<file path="src/rtl/snoop_stream_arbiter.sv">
// snoop_stream_arbiter: packet-locked round-robin merge of the AR/R/AW/W snoop streams
// onto one AXI-Stream master, with a one-deep output register.
module snoop_stream_arbiter #(
    parameter int DATA_WIDTH = 128,
    parameter int ID_WIDTH   = 32,
    parameter int USER_WIDTH = 64,
    parameter int DEST_WIDTH = 32,
    parameter int NUM_SRC    = 4,
    parameter int MAX_BEATS  = 256
) (
    input  logic                          clk,
    input  logic                          resetn,
    input  logic [NUM_SRC-1:0]            src_enable,
    input  logic [NUM_SRC-1:0]            src_tvalid,
    output logic [NUM_SRC-1:0]            src_tready,
    input  logic [NUM_SRC*DATA_WIDTH-1:0] src_tdata,
    input  logic [NUM_SRC*ID_WIDTH-1:0]   src_tid,
    input  logic [NUM_SRC-1:0]            src_tlast,
    output logic [ID_WIDTH-1:0]           stream_tid,
    output logic [DEST_WIDTH-1:0]         stream_tdest,
    output logic [DATA_WIDTH-1:0]         stream_tdata,
    output logic [DATA_WIDTH/8-1:0]       stream_tstrb,
    output logic [DATA_WIDTH/8-1:0]       stream_tkeep,
    output logic                          stream_tlast,
    output logic [USER_WIDTH-1:0]         stream_tuser,
    output logic                          stream_tvalid,
    input  logic                          stream_tready,
    output logic                          err_trunc
);
    localparam int SW = NUM_SRC > 1 ? $clog2(NUM_SRC) : 1;

    typedef enum logic {IDLE, BUSY} state_t;

    state_t             state, state_nxt;
    logic [SW-1:0]      gnt, last_gnt, pick, idx;
    logic [15:0]        beat_cnt, seq_cnt;
    logic [NUM_SRC-1:0] req;
    logic               out_ready, accept, force_last, beat_last;

    always_ff @(posedge clk)
        state <= !resetn ? IDLE : state_nxt;

    always_comb
        state_nxt = (state == IDLE) ? (|req ? BUSY : IDLE) : ((accept && beat_last) ? IDLE : BUSY);

    always_comb begin
        req        = src_tvalid & src_enable;
        out_ready  = !stream_tvalid || stream_tready;
        src_tready = (state == BUSY && out_ready) ? NUM_SRC'(1) << gnt : '0;
        accept     = state == BUSY && src_tvalid[gnt] && out_ready;
        force_last = beat_cnt == 16'(MAX_BEATS - 1);
        beat_last  = src_tlast[gnt] || force_last;
    end

    // Walk downward so the lowest offset from last_gnt+1 is the one that sticks.
    always_comb begin
        pick = last_gnt;
        idx  = '0;
        for (int k = NUM_SRC; k >= 1; k--) begin
            idx  = SW'((int'(last_gnt) + k) % NUM_SRC);
            pick = req[idx] ? idx : pick;
        end
    end

    always_ff @(posedge clk) begin
        if (!resetn) begin
            gnt           <= '0;
            last_gnt      <= SW'(NUM_SRC - 1);
            beat_cnt      <= '0;
            seq_cnt       <= '0;
            err_trunc     <= 1'b0;
            stream_tvalid <= 1'b0;
            stream_tdata  <= '0;
            stream_tid    <= '0;
            stream_tdest  <= '0;
            stream_tuser  <= '0;
            stream_tkeep  <= '0;
            stream_tstrb  <= '0;
            stream_tlast  <= 1'b0;
        end else begin
            if (state == IDLE && |req) begin
                gnt      <= pick;
                beat_cnt <= '0;
            end
            if (accept) begin
                beat_cnt     <= beat_cnt + 16'd1;
                stream_tdata <= src_tdata[gnt*DATA_WIDTH +: DATA_WIDTH];
                stream_tid   <= src_tid[gnt*ID_WIDTH +: ID_WIDTH];
                stream_tdest <= DEST_WIDTH'(gnt);
                stream_tuser <= USER_WIDTH'(seq_cnt);
                stream_tkeep <= '1;
                stream_tstrb <= '1;
                stream_tlast <= beat_last;
                if (beat_last) begin
                    last_gnt <= gnt;
                    seq_cnt  <= seq_cnt + 16'd1;
                end
                if (force_last && !src_tlast[gnt])
                    err_trunc <= 1'b1;
            end
            stream_tvalid <= accept || (stream_tvalid && !stream_tready);
        end
    end
endmodule

</file>
<file path="config.mk">
export PLATFORM = sky130hd
export DESIGN_NAME = snoop_stream_arbiter
export DESIGN_NICKNAME = d
export VERILOG_FILES = /design/src/rtl/snoop_stream_arbiter.sv
export SDC_FILE = /design/constraint.sdc
export NUM_CORES = 1
export LEC_CHECK = 0
export BUFFER_PORTS_ARGS = -buffer_cell sky130_fd_sc_hd__clkbuf_2
export CAP_MARGIN = 25
export CELL_PAD_IN_SITES_DETAIL_PLACEMENT = 1
export CELL_PAD_IN_SITES_GLOBAL_PLACEMENT = 2
export CORE_AREA = 2 2 370 372
export DETAILED_ROUTE_END_ITERATION = 7
export DIE_AREA = 0 0 372 374
export GPL_TIMING_DRIVEN = 0
export PLACE_DENSITY_LB_ADDON = 0.2
export SLEW_MARGIN = 20
export SYNTH_ARGS = -nofsm -noshare
export SYNTH_HDL_FRONTEND = slang
export SYNTH_SLANG_ARGS = --single-unit
</file>
<file path="constraint.sdc">
create_clock -name clk -period 2.2 [get_ports clk]
set_input_delay 0.22 -clock clk [delete_from_list [all_inputs] [get_ports clk]]
set_output_delay 0.22 -clock clk [all_outputs]
set_load 0.01 [all_outputs]
</file>
* Yosys cells after proc, flatten, opt, wreduce, memory -nomap -nowiden *
Cells that the tools add are included.
W data, S select, Z words.

cells by class
  equality and inequality tests = 1
  add/subtract/negate cells = 6
  order comparisons = 5
  shift operators = 3
  mux-type cells = 22
  reductions and logical operators = 17
  bitwise operators = 2

operator list
  operator                 count
  $shiftx A512 B10 Y128    1
  $shiftx A128 B8 Y32      1
  $add A16 B1 Y16 const B  2
  $mux W16                 2
  $eq A16 B8 Y1 const B    1
  $lt A2 B3 Y1 const B     5
  $bmux W1 S2              6
  $mux W1                  9
  $mux W2                  4
  $logic_and A1 B1 Y1      7
  $add A2 B1 Y2 const B    2
  $add A2 B2 Y2 const B    2
  $and A4 B4 Y4            1
  $mux W4                  1
  $reduce_and A2 Y1        2
  $reduce_or A4 Y1         1
  $shl A1 B2 Y4 const A    1
  $logic_not A1 Y1         3
  $logic_or A1 B1 Y1       3
  $reduce_bool A2 Y1       1
  $not A1 Y1               1

storage, ports and cells
  register bits after elaboration = 219
  logic and storage cells = 69

* Longest topological paths before layout *
Gate-level depths: netlist (run 1).

  depth after elaboration = 7
  depth in mapped cells = 8
  mapped depth without buffers = 5

* Worst setup path after synthesis (run 1) *
OpenSTA, ideal clock, no wires.

  path type = reg-to-reg
  from = register gnt[0]
  to = register stream_tstrb[0] (netlist name)
  arrival time = 1728 ps
  required time = 2072 ps
  period minus slack after synthesis = 1855 ps
  setup slack = 345 ps
  buffers on the path = 4
  stages on the path, launching flop included = 9
  cells stage by stage = dfxtp_1 -> buf_4 -> mux4_2 -> and3_1 -> buf_2 -> buf_2 -> buf_2 -> nor2_1 -> nor2_1

on the way
  longest elaborated chain between the ends = 4

ends and longest elaborated chain
  item                               line  text
  from (decl)                        35    logic [SW-1:0] gnt, last_gnt, pick, idx;
  from (signal assigned)             82    gnt <= pick;
  $bmux W1 S2                        50    accept = state == BUSY && src_tvalid[gnt] && out_ready;
  $mux W1 (not written as such)      50
  $logic_and A1 B1 Y1 (2 in series)  50

Every way passes these cells. The select of a mux whose other input is x is not followed.
A chain may end at the register's enable or synchronous reset.

* Worst setup path after layout (run 1) *
  from = register gnt[0]
  to = register seq_cnt[0]

on the way
  longest elaborated chain between the ends = 5
  elaborated cells between the ends (all ways) = 8
  classes of those cells = mux (4); reduce/logical (4)

ends and longest elaborated chain
  item                                  line  text
  $bmux W1 S2                           50
  $mux W1 (not written as such)         50
  $logic_and A1 B1 Y1 (2 in series)     50
  $reduce_and A2 Y1 (no source line) *  n/a
  to (signal assigned)                  96    seq_cnt <= seq_cnt + 16'd1;
  to (decl)                             36    logic [15:0] beat_cnt, seq_cnt;

Mark *: on every way between the ends. The rest lies on a longest branch, timed or not. The select of a mux whose other input is x is not followed.

==> summary.md, run 1 <==
| Metric | Value |
|---|---|
| Status | complete, no violations |
| Final GP Congestion | around 0.79 |
| Hold path startpoint | src_enable[0] |
| CP most frequent cell | buf_6 |
| Hpwl dp | about 66 mm |
| Pin count of the biggest net entering global routing | 34 |
| Reg-to-reg endpoint | seq_cnt[0] |
| LEAKAGE | 9.28 nW |
| CTS Root Cell | clkbuf_16 |
| TritonCTS Buffers | 35 |
| Post-layout total power | 14.8 mW |
| Most frequent cells in the layout | clkbuf_2, nand2_1, dfxtp_1 |
| Antenna violations before repair | 3 |
| Combinational fraction of design power | 30.4% |
| Dpl cell area | 0.0199 mm² |
| DRT iter0 DRCs | ~300 |
| CP Max Fanout | 6 |
| Die Width | approximately 370 µm |
| Final Cell Area | approximately 0.022 mm² |
| Met2 usage | 20.1% |
| Rows | approximately 140 |
| Met3 usage | between 2 and 3% |
| Synth cell types | 42 |
| Min Tclk post-route | 2.15 ns |
| Commonest non-fill, non-tap cell in the layout | clkbuf_2 |
| Slew Limit Headroom | 42.3% |
| Routed len/inst | between 15 and 20 µm |
| Multi-input combinational cell area | ~0.0075 mm² |
| Die height | 374 µm |
| Crit. End Element | register |
| CTS tree | yes |
| Hold Path Depth | 4 |
| Peak supply drop | 0.000442 V |
| Fin util | 16.1% |
| Synthesized area | between 0.01 and 0.015 mm² |
| Hold path endpoint | gnt[0] |
| Tot GR Track Use | 10.7% |
| # Max-Cap Violations | 0 |
| Switching share of power | 31.5% |
| IO Port Bufs | between 800 and 900 |
| Register area | between 0.004 and 0.005 mm² |
| Fmax | 0.466 GHz |
| Final WL | about 80 mm |
| Num ports | 950 |
| First-pass GRT wire length | around 110 mm |
| Max clock buf depth | 3 |
| Int Pwr | 10.1 mW |
| Most used DFF post-synth | dfxtp_1 |
| Worst-skew pair later-pin latency | between 0.5 and 0.6 ns |
| Slowest stage delay, CP | around 0.63 ns |
| Slew Viols, Final | 0 |
| Crit-path slowest cell | mux4_2 |
| FF-to-FF setup slack | around 0.053 ns |
| CP Class | register to register |
| Critical path arrival | 2.65 ns |
| Setup-failing EPs final | 0 |
| GR Overflow Total | 0 |
| Synth warn | 0 |
| Mapped Cells | approximately 1300 |
| Clock share of power | 39.7% |
| PD cells | around 680 mW/mm² |
| Vias | 14300 |
| Setup TNS | 0 ns |
| Slew @ Worst Pin | 0.865 ns |
| DR DRC count | 0 |
| Layout cell share with drive strength beyond 1 | between 50% and 60% |
| Avg Vias per Cell | ~3.4 |
| Req. time, crit path | roughly 2.7 ns |
| Max H-tree Level | 2 |
| Clk_skew | approximately 0.028 ns |
| M1 GR Usage | a little under an eighth |
| FF-to-FF Start | gnt[0] |
| RSZ-0062 raised after global routing | yes |
| Reg clk slew, reported paths | 0.05 ns |
| Worst hold slack | between 0.05 and 0.06 ns |
| Async set-reset flop share out of synthesis | 0% |
| Crit path cell chain | buf_6 -> buf_12 -> mux4_2 -> a41oi_4 -> buf_6 -> clkbuf_16 -> o21ai_1 -> a21oi_1 |
| Class of the worst hold path | input pin to register |
| Seq cells post-synth | 219 |
| Fin nets | about 3000 |
| Routed Antenna Nets | 0 |
| Hold violation count in the final report | 0 |
| CTS Sinks | about 220 |
| Critical path startpoint category | register |
| Seq pwr share | 29.9% |
| Vias in the first global route | ~16000 |
| Initial core utilization | 9.58% |
| Die ar. | between 0.1 and 0.15 mm² |
| First-pass DRT Iterations | 4 |
| Core area | 0.135 mm² |
| GRT busiest layer | met2 |
| Syn_area_per_cell | just under 10 µm² |
| Post-synth EDFFs | 0 |
| Fillers | roughly 16000 |
| Final critical-path share of the clock period | 97.6% |
| Register area share after synthesis | approximately a third |
| Worst reg-to-reg path cell count | 8 |
| Area grow syn2layout | 68.1% |
| NetSw | about 4.7 mW |
-- worst max path at each step --
stage	startpoint	endpoint	slack, ns	cells after the start
2_1_floorplan	gnt[0]	stream_tstrb[0]	0.34	8
3_3_place_gp	gnt[0]	stream_tdata[8]	-1.26	6
3_5_place_dp	gnt[1]	stream_tuser[14]	-0.46	8
4_1_cts	gnt[0]	src_tready[1]	-0.04	5
5_1_grt	gnt[0]	seq_cnt[2]	-0.06	8
6_report	gnt[0]	seq_cnt[0]	0.05	8
-- what timing repair did --
action                     4_1_cts  5_1_grt
hold buffers                     1        0
pin swaps                        0        7
buffers inserted                 6        4
hold endpoints to repair         1        0
setup endpoints to repair      249      201
gates resized for setup         76       70
gates cloned                     1        5
-- flip-flops by register name (all words and copies together), names as in the netlist --
| register | count |
|---|---|
| stream_tvalid | 1 |
| stream_tid | 32 |
| stream_tlast | 1 |
| beat_cnt | 16 |
| stream_tuser | 16 |
| seq_cnt | 16 |
| last_gnt | 2 |
| stream_tdata | 128 |
| state | 1 |
| stream_tstrb | 1 |
| gnt | 2 |
| stream_tdest | 2 |
| err_trunc | 1 |
-- critical path: cells and delay by family (launching register included) --
family                 cells  cell delay, ns
AO/OA/AOI/OAI              3            0.52
buffers and inverters      4            0.60
flip-flops                 1            0.32
multiplexers               1            0.63
-- power by group through the flow --
| stage | Sequential (mW) | Clock (mW) | Combinational, mW |
|---|---|---|---|
| 2_1_floorplan | 4.58 | 0 | 2.26 |
| 3_3_place_gp | 4.48 | 0 | 4.30 |
| 3_5_place_dp | 4.50 | 0 | 4.36 |
| 4_1_cts | 4.43 | 6.23 | 4.52 |
| 5_1_grt | 4.46 | 6.38 | 4.95 |
| 6_report | 4.42 | 5.86 | 4.50 |
-- synthesized netlist by cell type (4+ instances only) --
cell | number | area share (%)
a21oi_1 | 203 | 7.9
a311oi_1 | 7 | 0.47
and2_1 | 4 | 0.19
and3_1 | 5 | 0.24
buf_2 | 42 | 1.6
buf_4 | 120 | 7.0
buf_6 | 12 | 1.0
clkbuf_1 | 47 | 1.4
dfxtp_1 | 219 | 34
inv_1 | 4 | 0.12
mux2i_1 | 8 | 0.62
mux4_2 | 162 | 28
nand2_1 | 385 | 11
nand2b_1 | 9 | 0.44
nand3_1 | 15 | 0.58
nand4_1 | 9 | 0.44
nor2_1 | 10 | 0.29
nor3_1 | 4 | 0.15
nor4_1 | 7 | 0.34
o21ai_0 | 5 | 0.19
o311ai_0 | 7 | 0.47
o31ai_1 | 9 | 0.52
or4_1 | 14 | 0.81
-- kinds of logic (layout without fill, tap and decap cells) --
kind of cell | Yosys count | in the layout | synth area share (%)
AO/OA/AOI/OAI | 249 | 249 | 10.7
adder cells (fa/ha/maj) | 2 | 2 | 0.193
buffers and inverters | 229 | 1176 | 11.2
flip-flops | 219 | 219 | 33.9
multiplexers | 170 | 170 | 28.8
other | 1 | 80 | 0.0290
AND/OR/NAND/NOR | 469 | 469 | 15.1
-- metrics by stage --
step / cells / setup slack [ns]
after global routing: 4145 / -0.0552
after CTS: 4135 / -0.0379
after floorplan: 1416 / 0.345
after detailed placement: 4070 / -0.465
after global placement: 4068 / -1.26
final: 4146 / 0.0529
-- layer usage --
| metal | share of wire (%) | wire [µm] |
|---|---|---|
| met5 | 0.017 | 13 |
| met2 | 53 | 41700 |
| met3 | 7.0 | 5440 |
| met1 | 38 | 29400 |
| met4 | 2.2 | 1690 |
-- area by class of cell --
type                    count  area share (%)
flip-flops and latches    219            20.2
plain buffers             221            8.14
inverters                   5          0.0863
repair buffers            891            21.4
diodes                      2          0.0230
clock buffers              47            4.60
well taps                1781            10.3
clock inverters            12           0.858
multi-input cells         968            34.5
No activity file was read; power rests on OpenSTA's default activity.
==> run 2, diff against run 1 <==
Settings changed: CTS_BUF_LIST from default to sky130_fd_sc_hd__clkbuf_16, CTS_CLUSTER_DIAMETER from default to 40, PLACE_DENSITY from default to 0.41, PLACE_DENSITY_LB_ADDON 0.2 to default.
==> run 2 against run 1 <==
Clock skew down 0.0038 ns. Non-clock buffer count down 1. Global-route usage up 0.43 points.
==> summary.md, run 2 (same netlist as run 1, synthesis figures left out) <==
| Metric | Value |
|---|---|
| Status | complete, no violations |
| Met2 usage | 20.8% (+0.69 points) |
| Layout cell share with drive strength beyond 1 | 57.7% (+1.9 points) |
| CP Max Fanout | 6 (unchanged) |
| Hpwl dp | 68.1 mm (+3.7%) |
| Die ar. | 0.139 mm² (unchanged) |
| Reg clk slew, reported paths | 0.04 ns (about the same) |
| Crit-path slowest cell | or4_1 |
| Tot GR Track Use | 11.2% (+0.43 points) |
| CP most frequent cell | buf_12 |
| CTS Sinks | 219 (unchanged) |
| Max H-tree Level | 3 (+1) |
| Routed len/inst | 19.4 µm (+2.7%) |
| Req. time, crit path | 2.74 ns (+0.04 ns) |
| FF-to-FF Start | gnt[0] |
| Critical path arrival | 2.70 ns (+0.05 ns) |
| # Max-Cap Violations | 0 (unchanged) |
| DRT iter0 DRCs | 400 (+29%) |
| Rows | 135 (unchanged) |
| RSZ-0062 raised after global routing | yes |
| Slew Viols, Final | 0 (unchanged) |
| Most frequent cells in the layout | clkbuf_2, nand2_1, dfxtp_1 |
| Final Cell Area | 0.0231 mm² (+6.2%) |
| Crit path cell chain | buf_6 -> mux4_2 -> buf_12 -> nand3_4 -> buf_12 -> buf_4 -> or4_1 -> a21oi_1 |
| Slew @ Worst Pin | 0.998 ns (+0.133 ns) |
| Critical path startpoint category | register |
| Largest registers | stream_tdata (128), stream_tid (32) |
| M1 GR Usage | 11.8% (+0.11 points) |
| Final GP Congestion | 0.825 (+4.7%) |
| Commonest non-fill, non-tap cell in the layout | clkbuf_2 |
| PD cells | 815 mW/mm² (+20%) |
| Fmax | 0.463 GHz (-0.54%) |
| First-pass GRT wire length | 113 mm (+3.7%) |
| Final critical-path share of the clock period | 98.1% (+0.53 points) |
| Dpl cell area | 0.0199 mm² (about the same) |
| Clk_skew | 0.0239 ns (-0.00379 ns) |
| Setup-failing EPs final | 0 (unchanged) |
| Pin count of the biggest net entering global routing | 34 (unchanged) |
| Vias in the first global route | 16400 (+3.9%) |
| Worst Path Buf+Inv | 4 (unchanged) |
| Worst setup path endpoint | beat_cnt[6] |
| Reg-to-reg endpoint | beat_cnt[6] |
| Reg with most FFs | stream_tdata |
| Crit. End Element | register |
| Final WL | 81.6 mm (+4.3%) |
| CP Depth | 8 (unchanged) |
| TritonCTS Buffers | 68 (+94%) |
| GR Overflow Total | 0 (unchanged) |
| Fin nets | 3030 (+1.1%) |
| Num ports | 950 (unchanged) |
| Max clock buf depth | 3 (unchanged) |
| FF-to-FF setup slack | 0.04 ns (about the same) |
| Worst-skew pair later-pin latency | 0.61 ns (+0.03 ns) |
| Vias | 14600 (+2.5%) |
| CTS Root Cell | clkbuf_16 |
| LEAKAGE | 9.93 nW (+7.0%) |
| Antenna violations before repair | 8 (+5) |
| Die Width | 372 µm (unchanged) |
| IO Port Bufs | 871 (unchanged) |
| Worst reg-to-reg path cell count | 8 (unchanged) |
| Class of the worst hold path | input pin to register |
| First-pass DRT Iterations | 4 (unchanged) |
| Slew Limit Headroom | 33.4% (-8.9 points) |
| Critical path's top delay family | buffers and inverters |
| Number of flip-flops in the largest register | 128 (unchanged) |
| Min Tclk post-route | 2.16 ns (+0.0116 ns) |
| Setup crit start | gnt[0] |
| CTS tree | yes |
| Routed Antenna Nets | 0 (unchanged) |
| Initial core utilization | 9.58% (unchanged) |
| Hold violation count in the final report | 0 (unchanged) |
| Peak supply drop | 0.000413 V (-6.5%) |
| DR DRC count | 0 (unchanged) |
| GRT busiest layer | met2 |
| Die height | 374 µm (unchanged) |
| CP Class | register to register |
| Avg Vias per Cell | 3.47 (+0.86%) |
| Area grow syn2layout | 78.5% |
| Worst hold slack | 0.0787 ns (+0.0192 ns) |
| Core area | 0.135 mm² (unchanged) |
| Met3 usage | 3.31% (+0.39 points) |
| Slowest stage delay, CP | 0.50 ns (-0.13 ns) |
| Setup TNS | 0 ns (unchanged) |
run 2: how the worst min path moves through the flow:
stage | start | end | cells past startpoint
6_report | src_tvalid[2] | stream_tdest[1] | 4
2_1_floorplan | resetn | seq_cnt[15] | 2
3_3_place_gp | stream_tdata[24] | stream_tdata[24] | 2
5_1_grt | src_tvalid[3] | stream_tdest[1] | 4
4_1_cts | src_tvalid[2] | stream_tdest[1] | 4
3_5_place_dp | stream_tdata[42] | stream_tdata[42] | 2
run 2: timing repair:
action,4_1_cts,5_1_grt
hold endpoints to repair,2,0
resized for setup,77,114
pin swaps,0,53
setup buffers,6,0
hold buffers,3,0
cloned,3,5
setup endpoints to repair,244,164
run 2: cell type report:
| type | count | area, µm² |
|---|---|---|
| Antenna cell | 4 | 10.0 |
| Buffer | 221 | 1800 |
| Clock buffer | 69 | 1730 |
| Clock inverter | 55 | 559 |
| Fill cell | 16000 | 112000 |
| Inverter | 5 | 18.8 |
| Multi-Input combinational cell | 968 | 7640 |
| Sequential cell | 219 | 4390 |
| Tap cell | 1781 | 2230 |
| Timing Repair Buffer | 890 | 4710 |
run 2: through the flow:
step	utilization [%]	std cells	setup WS [ns]	total power, mW
floorplan	-	1416	0.345	6.84
global placement	14.7	4068	-1.34	8.81
detailed placement	14.7	4070	-0.468	8.87
CTS	16.7	4204	-0.00581	19.2
global route	17.1	4210	-0.0459	19.9
finish	17.1	4212	0.0412	18.8
run 2: power breakdown:
group          internal, mW  switching [mW]
registers              4.26           0.188
logic                  2.28            2.33
clock network          6.62            3.14
run 2: worst reg2reg max path: stages, from the launching register on:
cell and delay [ns]:
dfxtp_2 0.31, buf_6 0.13, mux4_2 0.41, buf_12 0.13
nand3_4 0.12, buf_12 0.22, buf_4 0.15, or4_1 0.50
a21oi_1 0.13
run 2: routing by layer:
layer  vias up  part of all wire [%]
met4         2                   2.8
li1       6785                     -
met1      7109                    37
met5         -                 0.023
met3       108                   7.0
met2       611                    53
==> run 3, diff against run 2 <==
Settings changed: REMOVE_ABC_BUFFERS from default to 1.
==> run 3 against run 2 <==
Clock skew rose by 0.0037 ns. Combinational power down 4.6%. Non-clock buffer count fell by 167. Highest routed layer unchanged. Fmax increased by 0.12%. Largest cell class unchanged. Global-route usage shrank 0.26 points.
==> summary.md, run 3 (same netlist as run 1, synthesis figures left out) <==
| Metric | Value |
|---|---|
| Status | complete, no violations |
| Commonest non-fill, non-tap cell in the layout | clkbuf_2 |
| Min Tclk post-route | 2.16 ns (-0.00265 ns) |
| Final GP Congestion | 0.839 (+1.7%) |
| Worst reg-to-reg path cell count | 8 (unchanged) |
| DR DRC count | 0 (unchanged) |
| CP Max Fanout | 23 (+17) |
| Routed Antenna Nets | 0 (unchanged) |
| Number of flip-flops in the largest register | 128 (unchanged) |
| IO Port Bufs | 871 (unchanged) |
| # Max-Cap Violations | 0 (unchanged) |
| First-pass GRT wire length | 109 mm (-3.0%) |
| Max H-tree Level | 3 (unchanged) |
| Max clock buf depth | 3 (unchanged) |
| Hold violation count in the final report | 0 (unchanged) |
| Final Cell Area | 0.0224 mm² (-3.0%) |
| GR Overflow Total | 0 (unchanged) |
| Critical path startpoint category | register |
| Core area | 0.135 mm² (unchanged) |
| Slew Limit Headroom | 56.6% (+23 points) |
| Most frequent cells in the layout | clkbuf_2, nand2_1, dfxtp_1 |
| Initial core utilization | 9.58% (unchanged) |
| Rows | 135 (unchanged) |
| Die ar. | 0.139 mm² (unchanged) |
| Fin nets | 2877 (-5.0%) |
| Final critical-path share of the clock period | 98.0% (-0.12 points) |
| Setup-failing EPs final | 0 (unchanged) |
| Slew @ Worst Pin | 0.648 ns (-0.350 ns) |
| FF-to-FF Start | gnt[0] |
| First-pass DRT Iterations | 5 (+1) |
| Crit. End Element | register |
| Clk_skew | 0.0276 ns (+0.00371 ns) |
| Hpwl dp | 61.1 mm (-10%) |
| TritonCTS Buffers | 78 (+15%) |
| Antenna violations before repair | 14 (+6) |
| Tot GR Track Use | 10.9% (-0.26 points) |
| Fillers | 16000 (+0.075%) |
| Dpl cell area | 0.0188 mm² (-5.1%) |
| Fin util | 16.6% (-0.51 points) |
| Req. time, crit path | 2.75 ns (about the same) |
| Final WL | 81.3 mm (-0.37%) |
| Fmax | 0.464 GHz (+0.12%) |
| Reg clk slew, reported paths | 0.04 ns (about the same) |
| Reg with most FFs | stream_tdata |
| CTS Root Cell | clkbuf_16 |
| Layout cell share with drive strength beyond 1 | 53.1% (-4.6 points) |
| Critical path arrival | 2.71 ns (about the same) |
| Die height | 374 µm (unchanged) |
| Die Width | 372 µm (unchanged) |
| Largest registers | stream_tdata (128), stream_tid (32) |
| Num ports | 950 (unchanged) |
| RSZ-0062 raised after global routing | yes |
| CTS tree | yes |
| Vias | 14200 (-3.1%) |
| Hold path startpoint | src_tid[66] |
| Slew Viols, Final | 0 (unchanged) |
| Worst-skew pair later-pin latency | 0.62 ns (about the same) |
| Vias in the first global route | 15300 (-6.3%) |
| CP Class | register to register |
| Hold Path Depth | 4 (unchanged) |
| Peak supply drop | 0.000436 V (+5.6%) |
| PD cells | 883 mW/mm² (+8.3%) |
| Class of the worst hold path | input pin to register |
| Pin count of the biggest net entering global routing | 95 (+180%) |
| LEAKAGE | 9.38 nW (-5.5%) |
| Area grow syn2layout | 73.2% |
| DRT iter0 DRCs | 501 (+25%) |
| CTS Sinks | 219 (unchanged) |
| Routed len/inst | 20.0 µm (+3.1%) |
| Avg Vias per Cell | 3.48 (+0.32%) |
| Setup crit start | gnt[0] |
-- run 3: cell type report --
cell class              instances  area (µm²)  area share, %
flip-flops and latches        219        4390           19.6
clock inverters                64         612           2.73
multi-input cells             972        7520           33.6
diodes                          5        12.5         0.0559
clock buffers                  79        1980           8.83
repair buffers                944        5620           25.1
inverters                       5        26.3          0.117
well taps                    1781        2230           9.95
-- run 3: repair_timing --
item / 4_1_cts / 5_1_grt
endpoints found under the hold margin: 9 / 0
pin swaps: 2 / 4
gates cloned: 9 / 9
hold buffers: 22 / 0
endpoints found under the setup margin: 218 / 159
buffers inserted: 15 / 5
gates resized for setup: 13 / 13
-- run 3: worst paths after layout --
kind,to,slack [ns]
setup / recovery,seq_cnt[10],0.04
hold / removal,stream_tid[2],0.08
setup reg to reg,seq_cnt[10],0.04
hold reg to reg,stream_tdata[4],0.45
-- run 3: stage by stage --
stage	TNS, ns	cells	setup slack [ns]	hold slack (ns)	power, mW
floorplan	-1960.79	1192	-9.49	0.311	6.88
finish	0	4069	0.0439	0.0805	19.8
detailed placement	-139.38	3861	-0.983	0.447	8.55
global placement	-3266.90	3844	-17.12	0.444	8.87
CTS	-0.00565	4050	-0.00565	0.000416	20.2
global route	-0.0426	4067	-0.0203	0.0288	20.9
-- run 3: where the power goes --
group	switching, mW	internal, mW
sequential	0.173	4.26
clock	3.16	7.78
combinational	2.31	2.09
-- run 3: critical path, cell delays in order (launching register included) --
cell,delay [ns]
dfxtp_4,0.37
mux4_2,0.39
buf_6,0.12
nand3_4,0.09
buf_12,0.17
buf_12,0.12
clkbuf_16,0.19
or4_1,0.51
a21oi_1,0.12
-- run 3: layer usage --
layer / track usage [%] / share of wire (%)
met5: 0 / 0.049
met4: 3.45 / 2.7
met3: 3.62 / 6.9
met2: 19.0 / 51
met1: 12.4 / 40
